File: src/rtl/uart_frame_rx.sv
// uart_frame_rx
//   Serial receive front end: synchronises the raw RX pin, decodes 8N1
//   characters by mid-bit sampling and packs FRAME_BYTES characters into one
//   wide word, announced by a single-cycle valid strobe.
//
// Ports
//   i_clk        system clock
//   i_rst_n      asynchronous active-low reset
//   uart_rx      raw serial line, idle high
//   data         last complete frame; first received byte in the top byte
//   valid        one-cycle pulse in the cycle data updates
//   framing_err  one-cycle pulse on a bad (low) stop bit
module uart_frame_rx #(
   parameter int CLKS_PER_BIT = 104,
   parameter int FRAME_BYTES  = 11,
   parameter int TIMEOUT_BITS = 20
) (
   input  logic                     i_clk,
   input  logic                     i_rst_n,
   input  logic                     uart_rx,
   output logic [8*FRAME_BYTES-1:0] data,
   output logic                     valid,
   output logic                     framing_err
);

   localparam int CW       = $clog2(CLKS_PER_BIT);
   localparam int BW       = $clog2(FRAME_BYTES + 1);
   localparam int TO_LIMIT = TIMEOUT_BITS * CLKS_PER_BIT;
   localparam int IW       = $clog2(TO_LIMIT + 1);

   localparam logic [CW-1:0] HALF_M1  = CW'(CLKS_PER_BIT / 2 - 1);
   localparam logic [CW-1:0] FULL_M1  = CW'(CLKS_PER_BIT - 1);
   localparam logic [BW-1:0] LAST_IDX = BW'(FRAME_BYTES - 1);
   localparam logic [IW-1:0] TO_CNT   = IW'(TO_LIMIT);

   typedef enum logic [2:0] {IDLE, START, DATA, STOP, WAIT_HIGH} state_t;

   state_t                   state, state_nxt;
   logic [1:0]               sync;
   logic                     rxs;
   logic [CW-1:0]            clk_cnt;
   logic [2:0]               bit_idx;
   logic [7:0]               shift;
   logic [8*FRAME_BYTES-1:0] frame_buf;
   logic [BW-1:0]            byte_cnt;
   logic [IW-1:0]            idle_cnt;
   logic                     frame_pend;

   logic cnt_hit, cnt_clr, start_go, data_smp, accept, stop_bad, to_hit;

   assign rxs = sync[1];

   // Next-state and per-cycle strobes
   always_comb begin
      state_nxt = state;
      cnt_hit   = 1'b0;
      cnt_clr   = 1'b1;
      case (state)
         IDLE: begin
            if (!rxs) state_nxt = START;
         end
         START: begin
            cnt_hit = (clk_cnt == HALF_M1);
            cnt_clr = cnt_hit;
            // a start bit that is gone by mid-bit was a glitch
            if (cnt_hit) state_nxt = rxs ? IDLE : DATA;
         end
         DATA: begin
            cnt_hit = (clk_cnt == FULL_M1);
            cnt_clr = cnt_hit;
            if (cnt_hit && bit_idx == 3'd7) state_nxt = STOP;
         end
         STOP: begin
            cnt_hit = (clk_cnt == FULL_M1);
            cnt_clr = cnt_hit;
            // leave mid stop bit so a back-to-back start edge is not missed
            if (cnt_hit) state_nxt = rxs ? IDLE : WAIT_HIGH;
         end
         WAIT_HIGH: begin
            if (rxs) state_nxt = IDLE;
         end
         default: state_nxt = IDLE;
      endcase
   end

   assign start_go = (state == IDLE) && !rxs;
   assign data_smp = (state == DATA) && cnt_hit;
   assign accept   = (state == STOP) && cnt_hit && rxs;
   assign stop_bad = (state == STOP) && cnt_hit && !rxs;
   assign to_hit   = (state == IDLE) && (byte_cnt != '0) && (idle_cnt == TO_CNT);

   always_ff @(posedge i_clk or negedge i_rst_n) begin
      if (!i_rst_n) begin
         sync        <= 2'b11;
         state       <= IDLE;
         clk_cnt     <= '0;
         bit_idx     <= '0;
         shift       <= '0;
         frame_buf   <= '0;
         byte_cnt    <= '0;
         idle_cnt    <= '0;
         frame_pend  <= 1'b0;
         data        <= '0;
         valid       <= 1'b0;
         framing_err <= 1'b0;
      end else begin
         sync        <= {sync[0], uart_rx};
         state       <= state_nxt;
         valid       <= 1'b0;
         framing_err <= 1'b0;
         frame_pend  <= 1'b0;

         clk_cnt <= cnt_clr ? '0 : clk_cnt + CW'(1);

         if (start_go) begin
            bit_idx <= '0;
         end else if (data_smp) begin
            shift   <= {rxs, shift[7:1]};  // LSB arrives first
            bit_idx <= (bit_idx == 3'd7) ? 3'd0 : bit_idx + 3'd1;
         end

         // Byte count: completion, accept, error and timeout are mutually
         // exclusive in time except completion vs. timeout, where completion
         // clears the count anyway.
         if (frame_pend) begin
            data     <= frame_buf;
            valid    <= 1'b1;
            byte_cnt <= '0;
         end else if (accept) begin
            frame_buf  <= {frame_buf[8*FRAME_BYTES-9:0], shift};
            byte_cnt   <= byte_cnt + BW'(1);
            frame_pend <= (byte_cnt == LAST_IDX);
         end else if (stop_bad) begin
            framing_err <= 1'b1;
            byte_cnt    <= '0;
         end else if (to_hit) begin
            byte_cnt <= '0;
         end

         // Idle timer only runs while a partial frame is held; a start edge
         // restarts it even if it coincides with expiry.
         if (start_go)
            idle_cnt <= '0;
         else if (to_hit)
            idle_cnt <= '0;
         else if (state == IDLE && byte_cnt != '0)
            idle_cnt <= idle_cnt + IW'(1);
      end
   end

endmodule
File: config.mk
export PLATFORM = sky130hd
export DESIGN_NAME = uart_frame_rx
export DESIGN_NICKNAME = d
export VERILOG_FILES = /design/src/rtl/uart_frame_rx.sv
export SDC_FILE = /design/constraint.sdc
export NUM_CORES = 1
export LEC_CHECK = 0
export CORE_MARGIN = 2
export CORE_UTILIZATION = 29
export CTS_CLUSTER_SIZE = 12
export DETAILED_ROUTE_END_ITERATION = 6
export SETUP_SLACK_MARGIN = 0.02
export SLEW_MARGIN = 5
export SYNTH_ARGS = -nofsm -noshare
export SYNTH_HDL_FRONTEND = slang
export SYNTH_SLANG_ARGS = --single-unit
File: constraint.sdc
create_clock -name i_clk -period 6.2 [get_ports i_clk]
set_input_delay 0.62 -clock i_clk [delete_from_list [all_inputs] [get_ports i_clk]]
set_output_delay 0.62 -clock i_clk [all_outputs]
set_load 0.02 [all_outputs]
# ---- Word level (Yosys, flattened, before mapping)
# Cells that the tools add are included.
dict set report word_totals {
  out_inout_bits 90
  romBits 0
  mem_count 0
  ramBits 0
  latchBits 0
  regBits 218
  elab_cells 77
}
dict set report op_classes {
  div 0
  n_shift 0
  n_eq_ne 14
  n_reduce_logical 18
  n_mux 27
  add_sub_neg 4
  order_cmp 0
  bitwise 2
  n_mul 0
}
# cell n
set op_table {}
lappend op_table {{$mux W12} 3}
lappend op_table {{$mux W3} 9}
lappend op_table {{$mux W4} 4}
lappend op_table {{$pmux W3 S5} 1}
lappend op_table {{$add A12 B1 Y12 const B} 1}
lappend op_table {{$eq A12 B12 Y1 const B} 1}
lappend op_table {{$ne A2 B2 Y1 const B} 5}
lappend op_table {{$logic_and A1 B1 Y1} 8}
lappend op_table {{$reduce_bool A4 Y1} 2}
lappend op_table {{$add A7 B1 Y7 const B} 1}
lappend op_table {{$eq A7 B6 Y1 const B} 1}
lappend op_table {{$eq A7 B7 Y1 const B} 1}
lappend op_table {{$mux W7} 1}
lappend op_table {{$eq A3 B2 Y1 const B} 2}
lappend op_table {{$eq A3 B3 Y1 const B} 2}
lappend op_table {{$mux W1} 6}
lappend op_table {{$reduce_and A5 Y1} 1}
lappend op_table {{$add A4 B1 Y4 const B} 1}
lappend op_table {{$eq A4 B4 Y1 const B} 1}
lappend op_table {{$pmux W1 S2} 2}
lappend op_table {{$reduce_and A2 Y1} 2}
lappend op_table {{$add A3 B1 Y3 const B} 1}
lappend op_table {{$eq A3 B1 Y1 const B} 1}
lappend op_table {{$logic_not A3 Y1} 1}
lappend op_table {{other kinds (6)} 7}

# ---- Longest topological paths before layout
# Gate-level depths: netlist of run 1.
dict set report depth {
  word_depth 8
  mapped_depth 8
}

# ---- Worst setup path before layout of run 1
# Ideal clock, no wire load.
dict set report synth_timing {
  path_type {register to register}
  startpoint {reg sync[1]}
  endpoint {reg frame_buf[82]}
  n_path_buf 4
  path_slack_ns 4.243
  arrival_time_ns 1.832
  synth_period_minus_slack_ns 1.957
  path_stages_with_launch 8
  required_ns 6.075
  setup_ns 0.125
  path_cell_list {dfstp_2 -> clkbuf_1 -> nor2b_1 -> and4_1 -> buf_2 -> buf_4 -> buf_2 -> mux2_2}
}
dict set report synth_via {
  elab_chain_cells 2
}
# item line_no
set synth_rtl {}
lappend synth_rtl {{start: declaration} 39} ;# logic [1:0] sync;
lappend synth_rtl {{start signal: assignment} 107} ;# sync <= {sync[0], uart_rx};
lappend synth_rtl {{$logic_and A1 B1 Y1} 88} ;# assign accept = (state == STOP) && cnt_hit && rxs;
lappend synth_rtl {{$reduce_and A2 Y1 (no source line)} n/a}
lappend synth_rtl {{end signal: assignment} 130} ;# frame_buf <= {frame_buf[8*FRAME_BYTES-9:0], shift};
lappend synth_rtl {{end: declaration} 44} ;# logic [8*FRAME_BYTES-1:0] frame_buf;
# Every way passes these cells.
# A chain may end at the register's enable or synchronous reset.

# ---- Worst setup path after layout of run 1
dict set report layout_timing {
  startpoint {reg clk_cnt[0]}
  endpoint {reg frame_buf[73]}
}
dict set report layout_via {
  elab_chain_cells 5
}
# item line_no
set layout_rtl {}
lappend layout_rtl {{start: declaration} 41} ;# logic [CW-1:0] clk_cnt;
lappend layout_rtl {{start signal: assignment} 113} ;# clk_cnt <= cnt_clr ? '0 : clk_cnt + CW'(1);
lappend layout_rtl {{$eq A7 B7 Y1 or $eq A7 B6 Y1 (tied branches)} {69, 74, 63}}
lappend layout_rtl {{$pmux W1 S2 *} 58} ;# case (state)
lappend layout_rtl {{$logic_and A1 B1 Y1 * (2 in series)} 88}
lappend layout_rtl {{$reduce_and A2 Y1 (no source line) *} n/a}
# Mark *: on every way between the ends. The rest lies on a longest branch, timed or not.

==> results of run 1 <==
[layout make-up]
type	count	area, sq um	area share [%]
Clock buffer	34	699	6.58
Clock inverter	6	58.8	0.553
Inverter	11	41.3	0.389
Multi-Input combinational cell	311	2930	27.6
Sequential cell	218	5460	51.4
Tap cell	384	480	4.52
Timing Repair Buffer	96	956	9.00
[final timing paths]
path	start	end	slack [ns]
min in group i_clk	sync[0]$_DFF_PN1_	sync[1]$_DFF_PN1_	0.36
hold reg to reg	sync[0]$_DFF_PN1_	sync[1]$_DFF_PN1_	0.36
max in group asynchronous	i_rst_n	frame_buf[61]$_DFFE_PN0P_	4.47
hold / removal	i_rst_n	shift[3]$_DFFE_PN0P_	0.19
setup / recovery	clk_cnt[0]$_DFF_PN0_	frame_buf[73]$_DFFE_PN0P_	3.49
setup reg to reg	clk_cnt[0]$_DFF_PN0_	frame_buf[73]$_DFFE_PN0P_	3.49
[synthesized netlist by cell type, types with 4 or more instances]
master	instances	share of area (%)
xnor2_1	6	0.61
inv_1	11	0.48
a21oi_1	8	0.47
nand2_1	15	0.66
buf_2	8	0.47
nor4_1	4	0.29
nor2_1	14	0.61
clkbuf_1	13	0.57
o21ai_0	7	0.41
dfrtp_1	216	63
o31ai_1	4	0.35
mux2_2	186	24
nand3_1	11	0.64
buf_4	5	0.44
ha_1	8	1.2
[cell families after synthesis]
| group | share of synthesized area (%) |
|---|---|
| AO/OA/AOI/OAI | 2.75 |
| XOR/XNOR | 0.921 |
| adder cells (fa/ha/maj) | 1.17 |
| buffers and inverters | 2.09 |
| flip-flops | 63.7 |
| multiplexers | 24.5 |
| AND/OR/NAND/NOR | 4.87 |
[flip-flops by register name, indices dropped and copies added (netlist names)]
| register | count |
|---|---|
| data | 88 |
| frame_buf | 88 |
| idle_cnt | 12 |
| shift | 8 |
| clk_cnt | 7 |
| byte_cnt | 4 |
| bit_idx | 3 |
| state | 3 |
| sync | 2 |
| frame_pend | 1 |
| framing_err | 1 |
| valid | 1 |
[layer usage]
metal / wire [um] / GRT usage, %
met1: 8280 / 16.0
met2: 7160 / 16.4
met3: 585 / 2.16
met4: 436 / 3.10
met5: 0 / 0
[worst max-delay path, stage by stage (launching register included)]
cell and delay (ns):
dfrtp_1 0.37, ha_1 0.20, and2_1 0.27, and4_4 0.46
buf_4 0.78, mux2_2 0.42
[per-stage QoR]
step                utilization (%)  power, uW  cells  instance area, sq um  worst slack (ns)
finish                         36.8       2820   1060                 10600              3.49
global route                   36.8       2940   1060                 10600              3.30
CTS                            36.8       2870   1060                 10600              3.48
detailed placement             34.2       1480   1020                  9870              3.49
global placement               34.2       1480   1020                  9870              3.51
floorplan                         -       1450    567                  8560              4.24
[where the power goes]
| group | total (uW) | internal (uW) | switching [uW] |
|---|---|---|---|
| logic | 29.9 | 2.68 | 27.2 |
| registers | 1430 | 1420 | 1.07 |
| clock network | 1370 | 821 | 546 |
==> impl_metrics.csv, run 1 <==
group,metric,value,unit
clock_network,clkTransAtPathRegs,0.06,ns
synthesis,synth_fp_nets,578,
timing,period_share,43.8,%
final_layout,area_growth,24.1,%
critical_path,crit_required,6.58,ns
clock_network,post_cts_buffers,0,
global_route,grt_pass1_wl,27.5,mm
placed_design,dp_hpwl,10.3,mm
floorplan,coreArea,28900,sq um
clock_network,cts_buffers,24,
synthesis,seq_area_frac_synth,63.7,%
timing,fin_skew,0.00655,ns
global_route,grt_max_degree,119,
clock_network,cts_resized,0,
routing,drtIter0Drc,217,
floorplan,die_h,176,um
synthesis,ys.flop_type,"dfrtp_1",
final_layout,mostFrequentLayoutCells,"215 x dfrtp_1, 186 x mux2_2, 91 x clkdlybuf4s50_1",
clock_network,clockBufferDepth,3,
synthesis,synth_area,8560,sq um
routing,vias,4743,
timing,clock.fmax,369,MHz
critical_path,endpoint_kind,"flip-flop",
synthesis,synth_cells,567,
final_layout,diodes,0,
synthesis,syn_avg_cell_area,15.1,sq um
timing,slew_viol_final,0,
floorplan,fp-row-count,62,
routing,drc,0,
clock_network,cts_htree_levels,1,
timing,rsz0062_at_grt,"false",
clock_network,cts_hold_buf,0,
routing,dr.pass1.iters,4,
routing,antenna_left,0,
routing,routedWlPerCell,15.5,um
clock_network,cts.sinks,218,
clock_network,cts_tree,"done",
final_layout,layout_commonest_cell,"dfrtp_1",
timing,fin_setup_tns,0,ns
synthesis,synth.ff_latch_count,218,
synthesis,synth_edf_count,0,
final_layout,nNetsFinal,673,
critical_path,critPathLaunchType,"flip-flop",
worst_hold_path,hp-class,"input port to asynchronous set/reset pin",
floorplan,die-area,30900,sq um
global_route,grt-ovfl-total,0,
synthesis,synth.distinct_cells,47,
final_layout,num-fill-cells,2791,
global_route,first_global_vias,4873,
timing,tightest_slew,0.966,ns
synthesis,yosysWarnings,0,
timing,min_period,2.71,ns
routing,viasPerCell,4.47,
critical_path,worst-path-max-fanout,75,
floorplan,io_pins,93,
critical_path,critPathKind,"flip-flop to flip-flop",
status,status,"complete, no violations",
synthesis,ys_async_sr_fraction,100,%
power,power_density,266,nW/um^2
timing,timing.hold.ws,0.188,ns
routing,wirelength,16.5,mm
timing,setup_viol_count_final,0,
floorplan,dieWidth,176,um
timing,hold_viol_final,0,
critical_path,rr_worst_depth,5,
global_route,grt_antenna_before_repair,0,
timing,max-slew-margin-rel,35.6,%
placed_design,io_buffers,92,
global_route,grt_usage,10.9,%
placed_design,routabilityCongestion,0.732,
clock_network,root_buffer,"clkbuf_16",
clock_network,clk_latency,0.50,ns
critical_path,cp.arrival,3.10,ns
final_layout,drive_gt1_share,34.6,%
floorplan,start_util,29.7,%
run,max_cap_viol_count,0,
power,leakagePower,0.00499,uW
power,max-vdd-ir-drop,0.141,mV
Power figures use the tool's default switching activity.
==> run 2: changes to the inputs <==
==> constraint.sdc (replaced) <==
create_clock -name i_clk -period 2.8 [get_ports i_clk]
set_input_delay 0.28 -clock i_clk [delete_from_list [all_inputs] [get_ports i_clk]]
set_output_delay 0.28 -clock i_clk [all_outputs]
set_load 0.02 [all_outputs]
==> impl_metrics.csv, run 2 (same netlist as run 1, synthesis figures left out) <==
group,metric,value,unit
status,status,"complete, no violations",
placed_design,dpl_cell_area,9920,sq um
placed_design,post-place-ws,0.816,ns
routing,vias,4779,
critical_path,cp.arrival,2.36,ns
final_layout,area_growth,25.0,%
power,seq_power_share,49.9,%
routing,routedWlPerCell,15.5,um
timing,clock.fmax,502,MHz
timing,setup_viol_count_final,0,
critical_path,crit_required,3.17,ns
global_route,first_global_vias,4875,
power,p_sw,1260,uW
clock_network,clkTransAtPathRegs,0.06,ns
final_layout,multi_input_area,2930,sq um
timing,min_period,1.99,ns
critical_path,endpoint_kind,"flip-flop",
final_layout,reg_top3,"data: 88 flops, frame_buf: 88 flops, idle_cnt: 12 flops",
clock_network,cts_htree_levels,1,
placed_design,io_buffers,92,
final_layout,mostFrequentLayoutCells,"215 x dfrtp_1, 186 x mux2_2, 91 x clkdlybuf4s50_1",
floorplan,coreArea,28900,sq um
floorplan,dieWidth,176,um
floorplan,start_util,29.7,%
global_route,grt-ovfl-total,0,
timing,fin_setup_tns,0,ns
critical_path,slowest_delay,0.39,ns
timing,setup_slack,0.809,ns
timing,slew_viol_final,0,
placed_design,dp_hpwl,10.5,mm
routing,dr.pass1.iters,4,
critical_path,crit_chain,"ha_1 > and2_1 > and4_4 > buf_4 > mux2_2",
clock_network,clk_latency,0.50,ns
final_layout,num-fill-cells,2815,
timing,hold_viol_final,0,
power,leakagePower,0.00503,uW
floorplan,die-area,30900,sq um
final_layout,drive_gt1_share,35.0,%
final_layout,diodes,0,
routing,viasPerCell,4.50,
routing,drc,0,
clock_network,clockBufferDepth,3,
power,power_density,591,nW/um^2
timing,max-slew-margin-rel,55.3,%
power,pwr-share-clk,48.9,%
run,max_cap_viol_count,0,
power,max-vdd-ir-drop,0.361,mV
floorplan,fp-row-count,62,
clock_network,root_buffer,"clkbuf_16",
timing,period_share,71.1,%
critical_path,timing.critical_path.buf_inv,1,
critical_path,cp_slowest_cell,"mux2_2",
critical_path,cp_top_family,"simple AND/OR/NAND/NOR gates",
final_layout,nNetsFinal,676,
clock_network,post_cts_buffers,0,
global_route,grt_pass1_wl,27.4,mm
clock_network,cts_resized,0,
power,switching_share,19.9,%
clock_network,cts.sinks,218,
power,p_int,5060,uW
power,combPwrFrac,1.1,%
clock_network,cts_buffers,24,
floorplan,io_pins,93,
critical_path,critPathLaunchType,"flip-flop",
clock_network,cts_tree,"done",
global_route,grt_usage,10.9,%
global_route,grt_antenna_before_repair,0,
final_layout,design_area,10700,sq um
placed_design,routabilityCongestion,0.781,
critical_path,worst-path-max-fanout,30,
final_layout,regArea,5460,sq um
routing,antenna_left,0,
routing,wirelength,16.5,mm
timing,rsz0062_at_grt,"false",
worst_hold_path,hp-class,"input port to flip-flop",
timing,fin_skew,0.00978,ns
power,total_power,6320,uW
timing,tightest_slew,0.669,ns
routing,drtIter0Drc,306,
critical_path,critPathKind,"flip-flop to flip-flop",
floorplan,die_h,176,um
global_route,grt_max_degree,92,
final_layout,layout_commonest_cell,"dfrtp_1",
-- run 2: changes by cell type in the layout (fill, tap and decap cells not counted) --
cell           before  now
clkinv_2            4    5
bufinv_16           1    2
clkinv_4            1    0
dlygate4sd3_1       0    1
buf_12              0    3
clkbuf_1            5    3
buf_4               4    3
-- run 2: metrics by stage --
step | hold WS, ns | utilization, % | instances
2_1_floorplan | -0.0156 | - | 567
3_3_place_gp | 0.238 | 34.4 | 1022
3_5_place_dp | 0.241 | 34.4 | 1022
4_1_cts | 0.188 | 37.1 | 1062
5_1_grt | 0.177 | 37.1 | 1062
6_report | 0.198 | 37.1 | 1062
-- run 2: metal layers --
metal | vias to the layer above | track usage [%] | share of wire [%]
li1 | 2220 | - | -
met5 | - | 0 | 0
met1 | 2442 | 15.5 | 48
met4 | 0 | 2.17 | 1.6
met3 | 20 | 2.79 | 5.2
met2 | 97 | 16.7 | 45
-- run 2: final timing paths --
path | from | to | slack [ns] | depth (start not counted)
worst max-delay path | clk_cnt[0]$_DFF_PN0_ | frame_buf[60]$_DFFE_PN0P_ | 0.81 | 5
worst min-delay path | uart_rx | sync[0]$_DFF_PN1_ | 0.20 | 1
worst max register to register | clk_cnt[0]$_DFF_PN0_ | frame_buf[60]$_DFFE_PN0P_ | 0.81 | 5
worst min register to register | sync[0]$_DFF_PN1_ | sync[1]$_DFF_PN1_ | 0.36 | 0
max in group asynchronous | i_rst_n | frame_buf[69]$_DFFE_PN0P_ | 1.58 | 3
min in group asynchronous | i_rst_n | frame_buf[11]$_DFFE_PN0P_ | 0.30 | 2
-- run 2: final cells by class --
cell class                      instances  share of cell area, %
Multi-Input combinational cell        311                   27.3
Tap cell                              384                   4.49
Inverter                               11                  0.386
Sequential cell                       218                   51.0
Clock inverter                          7                  0.795
Timing Repair Buffer                   99                   9.51
Clock buffer                           32                   6.46
-- run 2: power by group through the flow --
| stage | logic [uW] | clock network, uW | registers (uW) |
|---|---|---|---|
| floorplan | 3.02 | 0 | 3210 |
| global placement | 77.2 | 0 | 3210 |
| detailed placement | 77.6 | 0 | 3210 |
| CTS | 78.7 | 3200 | 3160 |
| global route | 86.9 | 3330 | 3150 |
| finish | 72.2 | 3090 | 3160 |
-- run 2: worst reg2reg max path: stages (launching register included) --
cell	delay (ns)
dfrtp_1	0.37
ha_1	0.20
and2_1	0.25
and4_4	0.27
buf_4	0.37
mux2_2	0.41
-- run 2: repair_timing --
action / 4_1_cts / 5_1_grt
setup endpoints to repair: 0 / 0
hold buffers: 1 / 0
hold endpoints to repair: 49 / 0
==> run 3: changes to the inputs <==
==> constraint.sdc (replaced) <==
create_clock -name i_clk -period 1.8 [get_ports i_clk]
set_input_delay 0.18 -clock i_clk [delete_from_list [all_inputs] [get_ports i_clk]]
set_output_delay 0.18 -clock i_clk [all_outputs]
set_load 0.02 [all_outputs]
==> impl_metrics.csv, run 3 (same netlist as run 1, synthesis figures left out) <==
group,metric,value,unit
clock_network,cts_buffers,25,
global_route,grt-ovfl-total,0,
timing,rsz0062_at_grt,"true",
floorplan,fp-row-count,62,
global_route,grt_antenna_before_repair,0,
clock_network,clk_latency,0.51,ns
routing,antenna_left,0,
critical_path,worst-path-max-fanout,10,
floorplan,coreArea,28900,sq um
placed_design,dp_hpwl,10.9,mm
critical_path,reg2reg_to,"frame_buf[66]$_DFFE_PN0P_",
clock_network,root_buffer,"clkbuf_16",
floorplan,die_h,176,um
power,total_power,9870,uW
timing,min_period,1.79,ns
final_layout,num-fill-cells,2770,
final_layout,fin_util,39.6,%
clock_network,clkTransAtPathRegs,0.06,ns
power,combPwrFrac,1.4,%
placed_design,io_buffers,92,
timing,period_share,99.7,%
run,max_cap_viol_count,0,
worst_hold_path,hold_depth,1,
critical_path,cp.arrival,2.18,ns
global_route,first_global_vias,5125,
clock_network,clockBufferDepth,3,
floorplan,start_util,29.7,%
routing,routedWlPerCell,16.0,um
power,p_sw,2030,uW
final_layout,layout_commonest_cell,"dfrtp_1",
routing,drtIter0Drc,162,
power,switching_share,20.6,%
routing,dr.pass1.iters,4,
critical_path,rr_worst_depth,6,
timing,fin_skew,0.0155,ns
final_layout,diodes,0,
worst_hold_path,hp-start,"uart_rx",
timing,tightest_slew,0.572,ns
critical_path,critPathKind,"flip-flop to flip-flop",
floorplan,io_pins,93,
timing,hold_viol_final,0,
timing,clock.fmax,557,MHz
worst_hold_path,whs_endpoint,"sync[0]$_DFF_PN1_",
clock_network,cts_htree_levels,1,
status,status,"complete, no violations",
critical_path,crit_required,2.18,ns
final_layout,nNetsFinal,724,
timing,slew_viol_final,0,
power,pwr-share-clk,48.9,%
final_layout,reg_top3,"data: 88 flops, frame_buf: 88 flops, idle_cnt: 12 flops",
timing,max-slew-margin-rel,61.8,%
routing,wirelength,17.8,mm
power,seq_power_share,49.7,%
floorplan,die-area,30900,sq um
worst_hold_path,hp-class,"input port to flip-flop",
final_layout,mostFrequentLayoutCells,"215 x dfrtp_1, 170 x mux2_2, 90 x clkdlybuf4s50_1",
global_route,grt_usage,11.2,%
power,p_int,7840,uW
final_layout,drive_gt1_share,40.5,%
clock_network,cts_tree,"done",
placed_design,routabilityCongestion,0.750,
critical_path,r2r_setup_slack,0.006,ns
power,power_density,864,nW/um^2
global_route,grt_pass1_wl,28.3,mm
routing,viasPerCell,4.51,
critical_path,critPathLaunchType,"flip-flop",
power,max-vdd-ir-drop,0.618,mV
critical_path,endpoint_kind,"flip-flop",
critical_path,reg2reg_from,"clk_cnt[0]$_DFF_PN0_",
power,leakagePower,0.00540,uW
floorplan,dieWidth,176,um
final_layout,area_growth,33.5,%
global_route,grt_max_degree,92,
timing,setup_viol_count_final,0,
clock_network,cts.sinks,218,
routing,vias,5028,
routing,drc,0,
==> run 3: how the worst max path moves through the flow <==
stage / from / slack [ns] / cells past startpoint / to
2_1_floorplan: clk_cnt[0]$_DFF_PN0_ / 0.006 / 8 / frame_buf[42]$_DFFE_PN0P_
3_3_place_gp: state[2]$_DFFE_PN0P_ / 0.03 / 4 / idle_cnt[6]$_DFFE_PN0P_
3_5_place_dp: byte_cnt[0]$_DFFE_PN0P_ / -0.03 / 7 / idle_cnt[7]$_DFFE_PN0P_
4_1_cts: clk_cnt[0]$_DFF_PN0_ / 0.02 / 5 / frame_buf[66]$_DFFE_PN0P_
5_1_grt: clk_cnt[0]$_DFF_PN0_ / -0.05 / 6 / frame_buf[62]$_DFFE_PN0P_
6_report: clk_cnt[0]$_DFF_PN0_ / 0.006 / 6 / frame_buf[66]$_DFFE_PN0P_
==> run 3: power groups by stage <==
stage | sequential [uW] | combinational, uW | clock, uW
5_1_grt | 4900 | 157 | 5250
6_report | 4910 | 133 | 4830
3_5_place_dp | 5000 | 141 | 0
3_3_place_gp | 5000 | 141 | 0
2_1_floorplan | 5000 | 5.57 | 0
4_1_cts | 4910 | 143 | 5000
==> run 3: repair_timing <==
item,4_1_cts,5_1_grt
buffers inserted,4,8
setup endpoints to repair,68,96
pin swaps,4,8
endpoints found under the hold margin,75,0
hold buffers,1,0
cloned,0,9
gates resized for setup,4,36
==> run 3: metal layers <==
layer | wire (um) | share of wire, % | GRT usage (%)
met2 | 8060 | 45 | 17.6
met1 | 8440 | 47 | 15.4
met5 | 0 | 0 | 0
met3 | 1010 | 5.7 | 3.07
met4 | 336 | 1.9 | 2.51
==> run 3: cell type report <==
type	instances	area [sq um]	area share, %
clock buffer	35	673	5.89
clock inverter	10	110	0.963
inverter	11	41.3	0.361
multi-input combinational	311	3070	26.8
sequential	218	5460	47.8
tap	384	480	4.20
timing repair buffer	146	1600	14.0
==> run 3: critical path, cell delays in order, from the launching register on <==
cell	delay [ns]
dfrtp_1	0.41
ha_4	0.16
and2_4	0.14
and4_4	0.28
clkbuf_16	0.20
buf_16	0.15
mux2_2	0.33
==> run 3: per-stage QoR <==
step	instance area (sq um)	setup TNS (ns)	instances	hold slack, ns	worst slack (ns)
after CTS	11000	0	1098	0.0540	0.0179
after floorplan	8590	0	567	-0.116	0.00613
after global routing	11400	-0.602	1115	0.0552	-0.0503
after detailed placement	10200	-0.0346	1048	0.159	-0.0251
final	11400	0	1115	0.0780	0.00618
after global placement	10200	0	1048	0.158	0.0340
